<file path="config.mk">
export PLATFORM = sky130hd
export DESIGN_NAME = vram_arbiter_flat
export DESIGN_NICKNAME = d
export VERILOG_FILES = /design/src/rtl/vram_pkg.sv /design/src/rtl/vram_arbiter_if.sv /design/src/rtl/vram_starve_ctr.sv /design/src/rtl/vram_arbiter.sv /design/src/flat_wrapper.sv
export SDC_FILE = /design/constraint.sdc
export NUM_CORES = 1
export LEC_CHECK = 0
export BUFFER_PORTS_ARGS = -buffer_cell sky130_fd_sc_hd__buf_2
export CAP_MARGIN = 10
export CORE_UTILIZATION = 40
export CTS_CLUSTER_DIAMETER = 100
export CTS_CLUSTER_SIZE = 14
export DETAILED_ROUTE_END_ITERATION = 7
export GPL_TIMING_DRIVEN = 1
export PLACE_DENSITY = 0.64
export SLEW_MARGIN = 20
export SYNTH_ARGS = -nofsm -noshare
export SYNTH_HDL_FRONTEND = slang
export SYNTH_SLANG_ARGS = --single-unit
</file>
<file path="constraint.sdc">
create_clock -name clk -period 3.2 [get_ports clk]
set_input_delay 0.16 -clock clk [delete_from_list [all_inputs] [get_ports clk]]
set_output_delay 0.16 -clock clk [all_outputs]
set_load 0.01 [all_outputs]
</file>
<file path="src/rtl/vram_pkg.sv">
// vram_pkg: shared widths and enums for the VRAM arbiter.
//   VRAM_ADDR_W / VRAM_DATA_W : default word address / data widths
//   state_e : arbiter FSM state
//   slot_e  : owner of the RAM slot in the current cycle
package vram_pkg;

   localparam int VRAM_ADDR_W = 13;
   localparam int VRAM_DATA_W = 16;

   typedef enum logic [1:0] {
      IDLE   = 2'd0,
      PEND   = 2'd1,
      RDWAIT = 2'd2
   } state_e;

   typedef enum logic [1:0] {
      SLOT_NONE = 2'd0,
      SLOT_PIX  = 2'd1,
      SLOT_SYS  = 2'd2
   } slot_e;

endpackage

</file>
<file path="src/rtl/vram_arbiter_if.sv">
// vram_arbiter_if: pixel port, system port and single-port RAM port of the arbiter.
//   slave  modport : arbiter side (drives p_rdata/p_miss, s_dout/s_busy, ram_*)
//   master modport : environment side (VGA, system bus, RAM)
interface vram_arbiter_if #(
   parameter int ADDR_W = 13,
   parameter int DATA_W = 16
);
   logic              p_rden;
   logic [ADDR_W-1:0] p_addr;
   logic [DATA_W-1:0] p_rdata;
   logic              p_miss;

   logic              s_write;
   logic              s_read;
   logic [ADDR_W-1:0] s_addr;
   logic [DATA_W-1:0] s_din;
   logic [DATA_W-1:0] s_dout;
   logic              s_busy;

   logic [ADDR_W-1:0] ram_addr;
   logic              ram_we;
   logic [DATA_W-1:0] ram_wdata;
   logic [DATA_W-1:0] ram_rdata;

   modport slave (
      input  p_rden, p_addr, s_write, s_read, s_addr, s_din, ram_rdata,
      output p_rdata, p_miss, s_dout, s_busy, ram_addr, ram_we, ram_wdata
   );

   modport master (
      output p_rden, p_addr, s_write, s_read, s_addr, s_din, ram_rdata,
      input  p_rdata, p_miss, s_dout, s_busy, ram_addr, ram_we, ram_wdata
   );
endinterface

</file>
<file path="src/rtl/vram_starve_ctr.sv">
// vram_starve_ctr: saturating count of pending cycles in which the system port lost.
//   clk, rst_n : clock, async active-low reset
//   i_inc      : count one more denied cycle (saturates at LIMIT)
//   i_clr      : clear (wins over i_inc)
//   o_limit    : count has reached LIMIT
module vram_starve_ctr #(
   parameter int LIMIT = 64
) (
   input  logic clk,
   input  logic rst_n,
   input  logic i_inc,
   input  logic i_clr,
   output logic o_limit
);
   localparam int CW = $clog2(LIMIT + 1);
   localparam logic [CW-1:0] LIM = CW'(LIMIT);

   logic [CW-1:0] r_cnt;

   always_ff @(posedge clk or negedge rst_n) begin
      if (!rst_n) begin
         r_cnt <= '0;
      end else if (i_clr) begin
         r_cnt <= '0;
      end else if (i_inc && (r_cnt != LIM)) begin
         r_cnt <= r_cnt + 1'b1;
      end
   end

   assign o_limit = (r_cnt == LIM);
endmodule

</file>
<file path="src/rtl/vram_arbiter.sv">
// vram_arbiter: shares one single-port RAM between a VGA pixel reader and a
// system read/write port, one slot per cycle. Pixels normally win; a pending
// system request is forced through after STARVE_LIMIT denied cycles.
//   clk, rst_n : clock, async active-low reset
//   bus        : vram_arbiter_if.slave (pixel, system and RAM signals)
//
//   state  | meaning
//   IDLE   | no buffered system request; strobes accepted
//   PEND   | request buffered, waiting for a SYS slot
//   RDWAIT | system read issued last cycle, RAM data returning
module vram_arbiter
   import vram_pkg::*;
#(
   parameter int ADDR_W       = VRAM_ADDR_W,
   parameter int DATA_W       = VRAM_DATA_W,
   parameter int STARVE_LIMIT = 64
) (
   input  logic          clk,
   input  logic          rst_n,
   vram_arbiter_if.slave bus
);
   state_e            r_state;
   state_e            w_next;
   slot_e             w_slot;

   logic [ADDR_W-1:0] r_addr;
   logic [DATA_W-1:0] r_data;
   logic              r_op_wr;
   logic [DATA_W-1:0] r_hold;
   logic [DATA_W-1:0] r_sdout;
   logic              r_pix_slot;
   logic              r_miss;

   logic              w_accept;
   logic              w_starved;
   logic              w_inc;
   logic              w_clr;

   assign w_accept = (r_state == IDLE) && (bus.s_write || bus.s_read);

   always_comb begin
      w_next = r_state;
      w_slot = SLOT_NONE;
      case (r_state)
         IDLE: begin
            if (bus.p_rden) w_slot = SLOT_PIX;
            if (w_accept)   w_next = PEND;
         end
         PEND: begin
            if (bus.p_rden && !w_starved) begin
               w_slot = SLOT_PIX;
            end else begin
               w_slot = SLOT_SYS;
               w_next = r_op_wr ? IDLE : RDWAIT;
            end
         end
         RDWAIT: begin
            if (bus.p_rden) w_slot = SLOT_PIX;
            w_next = IDLE;
         end
         default: w_next = IDLE;
      endcase
   end

   assign w_inc = (r_state == PEND) && (w_slot == SLOT_PIX);
   assign w_clr = (w_slot == SLOT_SYS);

   vram_starve_ctr #(
      .LIMIT (STARVE_LIMIT)
   ) u_starve (
      .clk     (clk),
      .rst_n   (rst_n),
      .i_inc   (w_inc),
      .i_clr   (w_clr),
      .o_limit (w_starved)
   );

   always_ff @(posedge clk or negedge rst_n) begin
      if (!rst_n) begin
         r_state    <= IDLE;
         r_addr     <= '0;
         r_data     <= '0;
         r_op_wr    <= 1'b0;
         r_hold     <= '0;
         r_sdout    <= '0;
         r_pix_slot <= 1'b0;
         r_miss     <= 1'b0;
      end else begin
         r_state <= w_next;
         if (w_accept) begin
            r_addr  <= bus.s_addr;
            r_data  <= bus.s_din;
            r_op_wr <= bus.s_write;   // write wins when both strobes are high
         end
         r_pix_slot <= (w_slot == SLOT_PIX);
         r_miss     <= bus.p_rden && (w_slot == SLOT_SYS);
         if (r_pix_slot)          r_hold  <= bus.ram_rdata;
         if (r_state == RDWAIT)   r_sdout <= bus.ram_rdata;
      end
   end

   // Fresh pixel data comes straight from the RAM in the cycle after a PIX
   // slot; otherwise the last delivered word is repeated.
   assign bus.p_rdata   = r_pix_slot ? bus.ram_rdata : r_hold;
   assign bus.p_miss    = r_miss;
   assign bus.s_dout    = r_sdout;
   assign bus.s_busy    = (r_state != IDLE);

   assign bus.ram_addr  = (w_slot == SLOT_SYS) ? r_addr : bus.p_addr;
   assign bus.ram_we    = (w_slot == SLOT_SYS) && r_op_wr;
   assign bus.ram_wdata = r_data;
endmodule

</file>
<file path="src/flat_wrapper.sv">
// flat-port wrapper written by rule: the top's interface ports become plain ports
module vram_arbiter_flat import vram_pkg::*;
#(
   parameter int ADDR_W       = VRAM_ADDR_W,
   parameter int DATA_W       = VRAM_DATA_W,
   parameter int STARVE_LIMIT = 64
)
  (clk, rst_n, bus_p_rden, bus_p_addr, bus_s_write, bus_s_read, bus_s_addr, bus_s_din, bus_ram_rdata, bus_p_rdata, bus_p_miss, bus_s_dout, bus_s_busy, bus_ram_addr, bus_ram_we, bus_ram_wdata);
  vram_arbiter_if #(.ADDR_W(ADDR_W), .DATA_W(DATA_W)) bus_i ();
  input  logic clk;
  input  logic rst_n;
  input wire logic [$bits(bus_i.p_rden)-1:0] bus_p_rden;
  input wire logic [$bits(bus_i.p_addr)-1:0] bus_p_addr;
  input wire logic [$bits(bus_i.s_write)-1:0] bus_s_write;
  input wire logic [$bits(bus_i.s_read)-1:0] bus_s_read;
  input wire logic [$bits(bus_i.s_addr)-1:0] bus_s_addr;
  input wire logic [$bits(bus_i.s_din)-1:0] bus_s_din;
  input wire logic [$bits(bus_i.ram_rdata)-1:0] bus_ram_rdata;
  output wire logic [$bits(bus_i.p_rdata)-1:0] bus_p_rdata;
  output wire logic [$bits(bus_i.p_miss)-1:0] bus_p_miss;
  output wire logic [$bits(bus_i.s_dout)-1:0] bus_s_dout;
  output wire logic [$bits(bus_i.s_busy)-1:0] bus_s_busy;
  output wire logic [$bits(bus_i.ram_addr)-1:0] bus_ram_addr;
  output wire logic [$bits(bus_i.ram_we)-1:0] bus_ram_we;
  output wire logic [$bits(bus_i.ram_wdata)-1:0] bus_ram_wdata;
  assign bus_i.p_rden = bus_p_rden;
  assign bus_i.p_addr = bus_p_addr;
  assign bus_i.s_write = bus_s_write;
  assign bus_i.s_read = bus_s_read;
  assign bus_i.s_addr = bus_s_addr;
  assign bus_i.s_din = bus_s_din;
  assign bus_i.ram_rdata = bus_ram_rdata;
  assign bus_p_rdata = bus_i.p_rdata;
  assign bus_p_miss = bus_i.p_miss;
  assign bus_s_dout = bus_i.s_dout;
  assign bus_s_busy = bus_i.s_busy;
  assign bus_ram_addr = bus_i.ram_addr;
  assign bus_ram_we = bus_i.ram_we;
  assign bus_ram_wdata = bus_i.ram_wdata;
  vram_arbiter #(.ADDR_W(ADDR_W), .DATA_W(DATA_W), .STARVE_LIMIT(STARVE_LIMIT)) u_core (.clk(clk), .rst_n(rst_n), .bus(bus_i));
endmodule
</file>
==> results.yml, run 1 <==
clock_tree:
  cts.sinks: 73
  clk_latency_ns: 0.34
  post_cts_resize_count: 0
  clockRootBuffer: "clkbuf_8"
  cts_tree: "built"
  clk_path_buf_depth: 2
  cts_buffers: 9
  cts_htree_levels: 3
  clkSlewWorstSetupHoldPaths_ns: 0.08
timing:
  finalCritPeriodShare: 0.782
  fin_tns_setup_ns: 0
  finalHoldViolations: 0
  holdWs_ns: 0.0451
  max_freq_ghz: 0.400
  setup_viol: 0
  worst_pin_slew_ns: 0.901
  finClkSkew_ns: 0.0129
  rsz0062_at_grt: "false"
  slew_headroom: 0.400
  drv_slew: 0
  setup_slack_ns: 0.699
  period_needed_ns: 2.50
detailed_routing:
  vias: 2164
  routed_wl_um: 6250
  route.detailed.drc: 0
  first_iter_violations: 91
  drt_pre_antenna_iters: 5
  ant_nets: 0
  wire_per_inst_um: 13.9
  via_per_inst: 4.81
placed_design:
  dp.final_hpwl_um: 4410
  postPlaceCellArea_um2: 3850
  place_ws_ns: 1.03
  portBuffers: 126
  gp_congestion: 0.756
power_and_ir_drop:
  p_per_area_nw_per_um2: 871
  pwr-share-clk: 0.179
  intPower_mw: 2.33
  net-switching-power_mw: 1.19
  p_sw_frac: 0.339
  seqPwrFrac: 0.431
  leakage_nw: 1.95
  ir_drop_mv: 0.403
  pwr-share-comb: 0.390
yosys:
  yosys_warnings: 0
  syn_area_per_cell_um2: 14.7
  async_reset_ff_frac: 1.00
  yosysUniqueCellTypes: 35
  netlist_area_um2: 3160
  ys.flop_type: "dfrtp_1"
  yosys_register_bits: 73
  syn_nets: 280
  yosysSeqAreaShare: 0.578
  synth_edf_count: 0
  syn_inst: 215
worst_setup_path:
  startpoint_type: "flip-flop"
  worstPathArrival_ns: 2.34
  r2r_cells: 4
  ff2ff_setup_slack_ns: 1.38
  criticalPathCategory: "reg -> out"
  r2r_end: "u_core.r_addr[0]$_DFFE_PN0P_"
  crit_chain: "inv_1, ha_1, and4bb_4, a31oi_4, mux2_2, buf_2"
  startpoint: "u_core.u_starve.r_cnt[0]$_DFFE_PN0P_"
  cp-end-kind: "output port"
  cp_slowest_cell: "a31oi_4"
  crit_path_max_fanout: 15
  crit_path_end: "bus_ram_addr[0]"
  cpPeakStageDelay_ns: 0.57
  critPathRequiredTime_ns: 3.04
  r2r-start: "u_core.r_state[1]$_DFFE_PN0P_"
layout:
  drive_gt1_frac: 0.647
  fin_util: 0.525
  antenna_cells: 0
  nets: 408
  area_growth_pct: 27.6
  finalInstanceArea_um2: 4040
floorplanning:
  die_y_um: 90.9
  dieArea_um2: 8270
  initial_core_util: 0.411
  num_rows: 32
  core_um2: 7690
  die_w_um: 90.9
  pin_count: 127
global_route:
  use_met2: 0.270
  grt_max_degree: 74
  antenna_found_initial: 0
  grt-busiest-layer: "met2"
  grt_pass1_wl_um: 10400
  met1_usage: 0.196
  grtUsageMet3: 0.0421
  grt_pass1_vias: 2209
  grt-ovfl-total: 0
  grtUsageTotal: 0.162
status:
  status: "finished, final reports clean"
hold_path:
  hold_path_class: "in -> reg"
flow_run:
  max-cap-violations: 0
[routing by layer]
| metal | wire length (um) | up-vias | share of wire |
|---|---|---|---|
| met4 | 99 | 0 | 0.016 |
| li1 | - | 1019 | - |
| met1 | 2720 | 1066 | 0.43 |
| met5 | 0 | - | 0 |
| met3 | 354 | 8 | 0.057 |
| met2 | 3080 | 71 | 0.49 |
[worst min path at each step]
stage	cells past startpoint	slack [ns]	start	endpoint
6_report	2	0.05	bus_s_write	u_core.r_op_wr$_DFFE_PN0P_
5_1_grt	2	0.03	bus_s_din[6]	u_core.bus.ram_wdata[6]$_DFFE_PN0P_
2_1_floorplan	0	-0.14	rst_n	u_core.bus.p_miss$_DFF_PN0_
3_3_place_gp	1	0.35	rst_n	u_core.r_hold[13]$_DFF_PN0_
4_1_cts	2	0.03	bus_s_write	u_core.r_op_wr$_DFFE_PN0P_
3_5_place_dp	1	0.36	rst_n	u_core.r_hold[13]$_DFF_PN0_
[placed cells by master, fill, tap and decap left out]
| master | instances |
|---|---|
| o21a_1 | 1 |
| dfrtp_1 | 73 |
| clkinv_2 | 2 |
| clkbuf_8 | 9 |
| nor3b_1 | 2 |
| nor3b_2 | 1 |
| clkbuf_1 | 1 |
| and4bb_4 | 1 |
| a21o_1 | 1 |
| nand2b_1 | 2 |
| a21oi_1 | 2 |
| inv_1 | 4 |
| nand3_1 | 2 |
| buf_4 | 2 |
| a22oi_1 | 3 |
| buf_2 | 125 |
| o21ai_0 | 5 |
| nand2_1 | 9 |
| nand4b_1 | 2 |
| inv_6 | 1 |
| and2b_2 | 1 |
| a2bb2oi_1 | 1 |
| nor4bb_1 | 1 |
| clkinvlp_4 | 2 |
| dlygate4sd3_1 | 1 |
| a21boi_0 | 1 |
| mux2i_1 | 2 |
| and4_2 | 2 |
| mux2_4 | 8 |
| mux2_2 | 66 |
| ha_1 | 2 |
| clkinv_4 | 1 |
| o21bai_1 | 1 |
| nor2b_1 | 2 |
| nor2_1 | 4 |
| a21bo_2 | 2 |
| a31oi_4 | 1 |
| a21o_2 | 1 |
| o22ai_1 | 1 |
[layout make-up]
class | instances | area [um2]
Inverter | 4 | 15.0
Timing Repair Buffer | 128 | 651
Fill cell | 708 | 3650
Clock inverter | 6 | 42.5
Clock buffer | 10 | 128
Tap cell | 102 | 128
Multi-Input combinational cell | 127 | 1240
Sequential cell | 73 | 1830
[cell families after synthesis]
logic type,after synthesis,share of synthesized area
AOI/OAI and AO/OA,20,0.0483
adders and majority gates,2,0.00791
buffers and inverters,15,0.0289
DFF,73,0.578
and+or+nand+nor,29,0.0581
muxes,76,0.279
[metrics by stage]
step | total power [mW] | cells
3_3_place_gp | 2.89 | 433
6_report | 3.52 | 450
3_5_place_dp | 2.93 | 433
2_1_floorplan | 2.45 | 215
4_1_cts | 3.58 | 450
5_1_grt | 3.77 | 450
[synth_stat cells, types with 2 or more instances]
master	count	area (um2)
nand2b_1	2	12.5
mux2_4	8	120
a22oi_1	3	22.5
ha_1	2	25.0
mux2i_1	2	20.0
nand2_1	9	33.8
inv_1	4	15.0
a21bo_2	2	20.0
o21ai_0	5	25.0
nor3b_1	2	15.0
nor2b_1	2	12.5
nand4b_1	2	17.5
a21oi_1	2	10.0
buf_2	6	30.0
and4_2	2	20.0
mux2_2	66	743
clkbuf_1	2	7.51
nor2_1	4	15.0
nand3_1	2	10.0
dfrtp_1	73	1830
[what timing repair did]
action / in CTS / in global routing
hold buffers: 1 / 0
hold endpoints to repair: 31 / 0
endpoints found under the setup margin: 0 / 0
setup buffers: 0 / 0
[flip-flops by register name, summed over array words and instances, names as in the netlist]
name	count
u_core.bus.s_dout	16
u_core.bus.p_miss	1
u_core.r_state	2
u_core.bus.ram_wdata	16
u_core.r_op_wr	1
u_core.u_starve.r_cnt	7
u_core.r_hold	16
u_core.r_pix_slot	1
u_core.r_addr	13
[power groups by stage]
stage / Combinational (mW) / Sequential, mW / Clock (mW)
floorplan: 0.866 / 1.58 / 0
global placement: 1.37 / 1.52 / 0
detailed placement: 1.40 / 1.53 / 0
CTS: 1.40 / 1.52 / 0.658
global route: 1.49 / 1.58 / 0.694
finish: 1.37 / 1.52 / 0.629
[critical path, delay by kind of cell, from the launching register on]
family / cells / cell delay (ns)
AOI/OAI and AO/OA: 1 / 0.57
adders and majority gates: 1 / 0.20
buffers and inverters: 2 / 0.22
DFF: 1 / 0.41
muxes: 1 / 0.40
and+or+nand+nor: 1 / 0.21
Note: power is estimated with default switching activity, not from simulation.
==> run 2: changes to the inputs <==
--- a/config.mk
+++ b/config.mk
@@ -5,6 +5,7 @@
 export SDC_FILE = /design/constraint.sdc
 export NUM_CORES = 1
 export LEC_CHECK = 0
+export ABC_AREA = 1
 export BUFFER_PORTS_ARGS = -buffer_cell sky130_fd_sc_hd__buf_2
 export CAP_MARGIN = 10
 export CORE_UTILIZATION = 40
@@ -12,7 +13,7 @@
 export CTS_CLUSTER_SIZE = 14
 export DETAILED_ROUTE_END_ITERATION = 7
 export GPL_TIMING_DRIVEN = 1
-export PLACE_DENSITY = 0.64
+export PLACE_DENSITY = 0.67
 export SLEW_MARGIN = 20
 export SYNTH_ARGS = -nofsm -noshare
 export SYNTH_HDL_FRONTEND = slang
==> constraint.sdc (replaced) <==
create_clock -name clk -period 2.12 [get_ports clk]
set_input_delay 0.106 -clock clk [delete_from_list [all_inputs] [get_ports clk]]
set_output_delay 0.106 -clock clk [all_outputs]
set_load 0.01 [all_outputs]
==> run 2 against run 1 <==
- hold slack got worse by 0.016 ns
- synthesized cell count increased by 61%
- critical path depth increased by 4
- sequential share of layout area decreased by 3.4 points
- power increased by 74%
- clock skew decreased by 0.0067 ns
- critical endpoint is now bus_ram_addr[5]
==> results.yml, run 2 <==
power_and_ir_drop:
  total_power_mw: 6.11
  leakage_nw: 2.42
  p_per_area_nw_per_um2: 1400
  ir_drop_mv: 0.603
timing:
  fin_tns_setup_ns: 0
  slew_headroom: 0.658
  worst_pin_slew_ns: 0.513
  setup_viol: 0
  finClkSkew_ns: 0.00624
  max_freq_ghz: 0.525
  finalHoldViolations: 0
  drv_slew: 0
  period_needed_ns: 1.91
  holdWs_ns: 0.0287
  rsz0062_at_grt: "false"
  finalCritPeriodShare: 0.899
yosys:
  synth_top_family_by_area: "simple AND/OR/NAND/NOR gates"
  syn_inst: 346
  netlist_area_um2: 3060
  yosysSeqAreaShare: 0.596
  yosys_warnings: 0
  async_reset_ff_frac: 1.00
  synthMuxAreaShare: 0.0221
  synth_fa_ha_area_frac: 0.00817
  synth-xor-area-share: 0.00286
  yosysUniqueCellTypes: 24
  yosysTopAreaCell: "dfrtp_1"
  yosysTopAreaCellShare: 0.596
  syn_area_per_cell_um2: 8.85
  synth_simple_gate_area_frac: 0.247
  ys.flop_type: "dfrtp_1"
  synthTopCellsByArea: "dfrtp_1, nand2_1, nand3_1, inv_1, nor2_1"
  yosysMostFrequentCell: "nand2_1"
  netlist_top_cells_count: "nand2_1, dfrtp_1, inv_1, nor2_1, nand3_1"
  synth_edf_count: 0
  yosys_register_bits: 73
  synth-compound-area-share: 0.0609
  syn_nets: 411
detailed_routing:
  routed_wl_um: 7130
  first_iter_violations: 96
  route.detailed.drc: 0
  wire_per_inst_um: 11.7
  drt_pre_antenna_iters: 4
  vias: 2750
  ant_nets: 0
  via_per_inst: 4.52
hold_path:
  worstHoldStart: "bus_ram_rdata[12]"
  hold_depth: 2
  hold_path_class: "in -> reg"
  hold_end: "u_core.bus.s_dout[12]$_DFFE_PN0N_"
worst_setup_path:
  r2r_end: "u_core.r_addr[4]$_DFFE_PN0P_"
  ff2ff_setup_slack_ns: 0.64
  startpoint_type: "flip-flop"
  cp-end-kind: "output port"
  r2r_cells: 6
  critPathRequiredTime_ns: 2.01
  r2r-start: "u_core.r_state[1]$_DFFE_PN0P_"
  startpoint: "u_core.u_starve.r_cnt[1]$_DFFE_PN0P_"
  criticalPathCategory: "reg -> out"
  crit_path_max_fanout: 13
  worstPathArrival_ns: 1.80
floorplanning:
  pin_count: 127
  core_um2: 7330
  die_w_um: 89.5
  initial_core_util: 0.418
  dieArea_um2: 8010
  num_rows: 31
  die_y_um: 89.5
clock_tree:
  cts_buffers: 9
  clkSlewWorstSetupHoldPaths_ns: 0.07
  cts_tree: "built"
  cts.sinks: 73
  cts_htree_levels: 3
  clockRootBuffer: "clkbuf_8"
  clk_latency_ns: 0.33
  clk_path_buf_depth: 2
layout:
  nets: 570
  antenna_cells: 0
  area_growth_pct: 42.4
  final_common_cell: "nand2_1"
  drive_gt1_frac: 0.310
  fill_cells: 662
  mostFrequentLayoutCells: "nand2_1, buf_2, dfrtp_1"
placed_design:
  gp_congestion: 0.788
  portBuffers: 126
  dp.final_hpwl_um: 4910
global_route:
  grt_max_degree: 43
  antenna_found_initial: 0
  grt-ovfl-total: 0
  grt_pass1_wl_um: 11300
  grtUsageTotal: 0.190
  grt_pass1_vias: 2553
status:
  status: "finished, final reports clean"
flow_run:
  max-cap-violations: 0
## run 2: timing repair
item / in CTS / in global routing
gates resized for setup: 0 / 1
hold buffers: 30 / 0
setup endpoints to repair: 0 / 14
buffers inserted: 0 / 1
endpoints found under the hold margin: 69 / 0
## run 2: cell type report
cell class              instances  area, um2  share of cell area
well taps                      99        124              0.0284
clock inverters                 5        129              0.0296
repair buffers                163       1010               0.232
multi-input cells             233       1050               0.240
flip-flops and latches         73       1830               0.419
clock buffers                  10        128              0.0293
inverters                      25       93.8              0.0215
## run 2: where the power goes
group,switching [mW],internal [mW],leakage [nW]
logic,1.39,0.959,1.40
registers,0.336,2.03,0.885
clock network,0.493,0.897,0.127
## run 2: worst max-delay path by stage
stage / to / slack (ns) / depth (start not counted)
4_1_cts: bus_ram_addr[6] / 0.09 / 10
5_1_grt: bus_ram_addr[4] / 0.03 / 10
2_1_floorplan: bus_ram_addr[10] / 0.78 / 10
3_3_place_gp: bus_ram_addr[5] / 0.54 / 10
6_report: bus_ram_addr[5] / 0.21 / 10
3_5_place_dp: bus_ram_addr[2] / 0.48 / 10
## run 2: cells by family (layout without fill, tap and decap cells)
logic type | count (synthesis) | after routing
buf+inv | 40 | 203
mux | 6 | 6
compound gates | 35 | 35
flops | 73 | 73
fa+ha+maj | 2 | 2
simple gates | 189 | 189
xor+xnor | 1 | 1
## run 2: metal layers
| metal | part of all wire | vias up | global-route usage |
|---|---|---|---|
| li1 | - | 1397 | - |
| met1 | 0.45 | 1226 | 0.222 |
| met2 | 0.46 | 117 | 0.325 |
| met3 | 0.071 | 10 | 0.0462 |
| met4 | 0.013 | 0 | 0.0952 |
| met5 | 0 | - | 0 |
## run 2: through the flow
stage                     instance area [um2]   util  worst slack, ns  cells
after floorplan                          3060      -            0.784    346
after global placement                   3780  0.515            0.541    562
after detailed placement                 3780  0.515            0.478    562
after CTS                                4340  0.591           0.0857    607
after global routing                     4360  0.595           0.0266    608
final                                    4360  0.595            0.213    608
## run 2: critical path: stages, from the launching register on
cell and delay (ns):
dfrtp_1 0.40, inv_1 0.08, ha_1 0.14, nand2_1 0.05, inv_1 0.05, nand3_1 0.15, nand2_4 0.15, buf_12 0.13
nand3_1 0.09, nand2_1 0.10, buf_2 0.13
==> run 3: changes to the inputs <==
--- a/config.mk
+++ b/config.mk
@@ -5,7 +5,6 @@
 export SDC_FILE = /design/constraint.sdc
 export NUM_CORES = 1
 export LEC_CHECK = 0
-export ABC_AREA = 1
 export BUFFER_PORTS_ARGS = -buffer_cell sky130_fd_sc_hd__buf_2
 export CAP_MARGIN = 10
 export CORE_UTILIZATION = 40
==> run 3 against run 2 <==
- die area rose by 3.2%
- highest routed layer unchanged
- first-iteration DRC count is 20% higher
- worst setup slack worse by 0.18 ns
==> results.yml, run 3 (same netlist as run 1, synthesis figures left out) <==
status:
  status: "finished, final reports clean"
placed_design:
  portBuffers: 126
  dp.final_hpwl_um: 4650
  gp_congestion: 0.773
  postPlaceCellArea_um2: 3920
  place_ws_ns: 0.285
timing:
  slew_headroom: 0.746
  worst_pin_slew_ns: 0.381
  finalCritPeriodShare: 0.986
  setup_slack_ns: 0.0305
  drv_slew: 0
  finalHoldViolations: 0
  rsz0062_at_grt: "true"
  finClkSkew_ns: 0.00760
  holdWs_ns: 0.0176
  setup_viol: 0
  max_freq_ghz: 0.479
  period_needed_ns: 2.09
worst_setup_path:
  path_delay_family: "buffers and inverters"
  worstPathArrival_ns: 1.98
  r2r-start: "u_core.r_state[1]$_DFFE_PN0P_"
  worst-path-buf-inv: 3
  startpoint_type: "flip-flop"
  cp_slowest_cell: "dfrtp_1"
  cpPeakStageDelay_ns: 0.37
  crit_path_max_fanout: 7
  cp-end-kind: "output port"
  crit_chain: "inv_2, ha_4, and4bb_4, a31oi_4, clkbuf_16, mux2_4, buf_6"
  critPathRequiredTime_ns: 2.01
  criticalPathCategory: "reg -> out"
  startpoint: "u_core.u_starve.r_cnt[0]$_DFFE_PN0P_"
power_and_ir_drop:
  leakage_nw: 2.29
  ir_drop_mv: 0.725
  p_per_area_nw_per_um2: 1300
  total_power_mw: 6.20
clock_tree:
  clk_latency_ns: 0.34
  cts_buffers: 9
  clkSlewWorstSetupHoldPaths_ns: 0.07
  cts.sinks: 73
  clk_path_buf_depth: 2
  clockRootBuffer: "clkbuf_8"
  cts_htree_levels: 3
  cts_tree: "built"
global_route:
  grt-ovfl-total: 0
  grt_max_degree: 74
  grt_pass1_vias: 2637
  grtUsageTotal: 0.196
  antenna_found_initial: 0
  grt_pass1_wl_um: 12600
floorplanning:
  pin_count: 127
  die_w_um: 90.9
  die_y_um: 90.9
  dieArea_um2: 8270
  num_rows: 32
  initial_core_util: 0.411
  core_um2: 7690
detailed_routing:
  vias: 2379
  route.detailed.drc: 0
  wire_per_inst_um: 15.2
  first_iter_violations: 115
  ant_nets: 0
  routed_wl_um: 7610
  drt_pre_antenna_iters: 5
  via_per_inst: 4.76
layout:
  drive_gt1_frac: 0.608
  fin_util: 0.619
  mostFrequentLayoutCells: "buf_2, dfrtp_1, mux2_2"
  nets: 459
  antenna_cells: 0
  area_growth_pct: 50.4
  final_common_cell: "buf_2"
  finalInstanceArea_um2: 4760
hold_path:
  worstHoldStart: "bus_ram_rdata[2]"
  hold_path_class: "in -> reg"
flow_run:
  max-cap-violations: 0
==> run 3: changes by cell type in the layout (fill, tap and decap cells not counted), moves of 17 or more <==
cell,delta
inv_1,-23
mux2_2,+55
nand2_1,-131
nand3_1,-17
nor2_1,-21
==> run 3: routing by layer <==
| metal | up-vias | global-route usage | routed length (um) |
|---|---|---|---|
| li1 | 1117 | - | - |
| met1 | 1173 | 0.219 | 2940 |
| met2 | 82 | 0.359 | 4170 |
| met3 | 7 | 0.0606 | 448 |
| met4 | 0 | 0.0516 | 63 |
| met5 | - | 0 | 0 |
==> run 3: stage by stage <==
| stage | setup TNS [ns] | instances |
|---|---|---|
| finish | 0 | 500 |
| global route | -0.227 | 500 |
| CTS | 0 | 497 |
| detailed placement | 0 | 438 |
| global placement | 0 | 438 |
| floorplan | 0 | 215 |
==> run 3: final cells by class <==
type / instances / area (um2)
inverter: 4 / 15.0
clock buffer: 10 / 128
sequential: 73 / 1830
fill: 608 / 2930
tap: 102 / 128
clock inverter: 5 / 129
multi-input combinational: 127 / 1280
timing repair buffer: 179 / 1250
==> run 3: final timing paths <==
path                                                    end  slack, ns  depth (start not counted)
max                                         bus_ram_addr[6]       0.03                          7
min                        u_core.bus.s_dout[2]$_DFFE_PN0N_       0.02                          2
max reg2reg                    u_core.r_addr[0]$_DFFE_PN0P_       0.28                          5
min reg2reg                   u_core.r_state[1]$_DFFE_PN0P_       0.42                          1
max in group asynchronous     u_core.r_state[0]$_DFFE_PN0P_       1.48                          3
min in group asynchronous       u_core.r_hold[14]$_DFF_PN0_       0.32                          3
==> run 3: what timing repair did <==
action	4_1_cts	5_1_grt
endpoints found under the hold margin	110	1
pin swaps	1	0
setup endpoints to repair	13	13
hold buffers	38	1
buffers inserted	5	2
cloned	1	0
resized for setup	17	9
==> run 3: worst register-to-register path: cells and delay by family (launching register included) <==
kind,cells,cell delay (ns)
DFF,1,0.40
muxes,1,0.39
buffers and inverters,2,0.46
AOI/OAI and AO/OA,1,0.20
and+or+nand+nor,1,0.27
==> run 3: power by group <==
part           total [mW]  switching (mW)  internal (mW)  leakage, nW
Combinational        2.52            1.10           1.41         1.30
Clock                1.39           0.496          0.897        0.127
Sequential           2.29           0.329           1.97        0.863
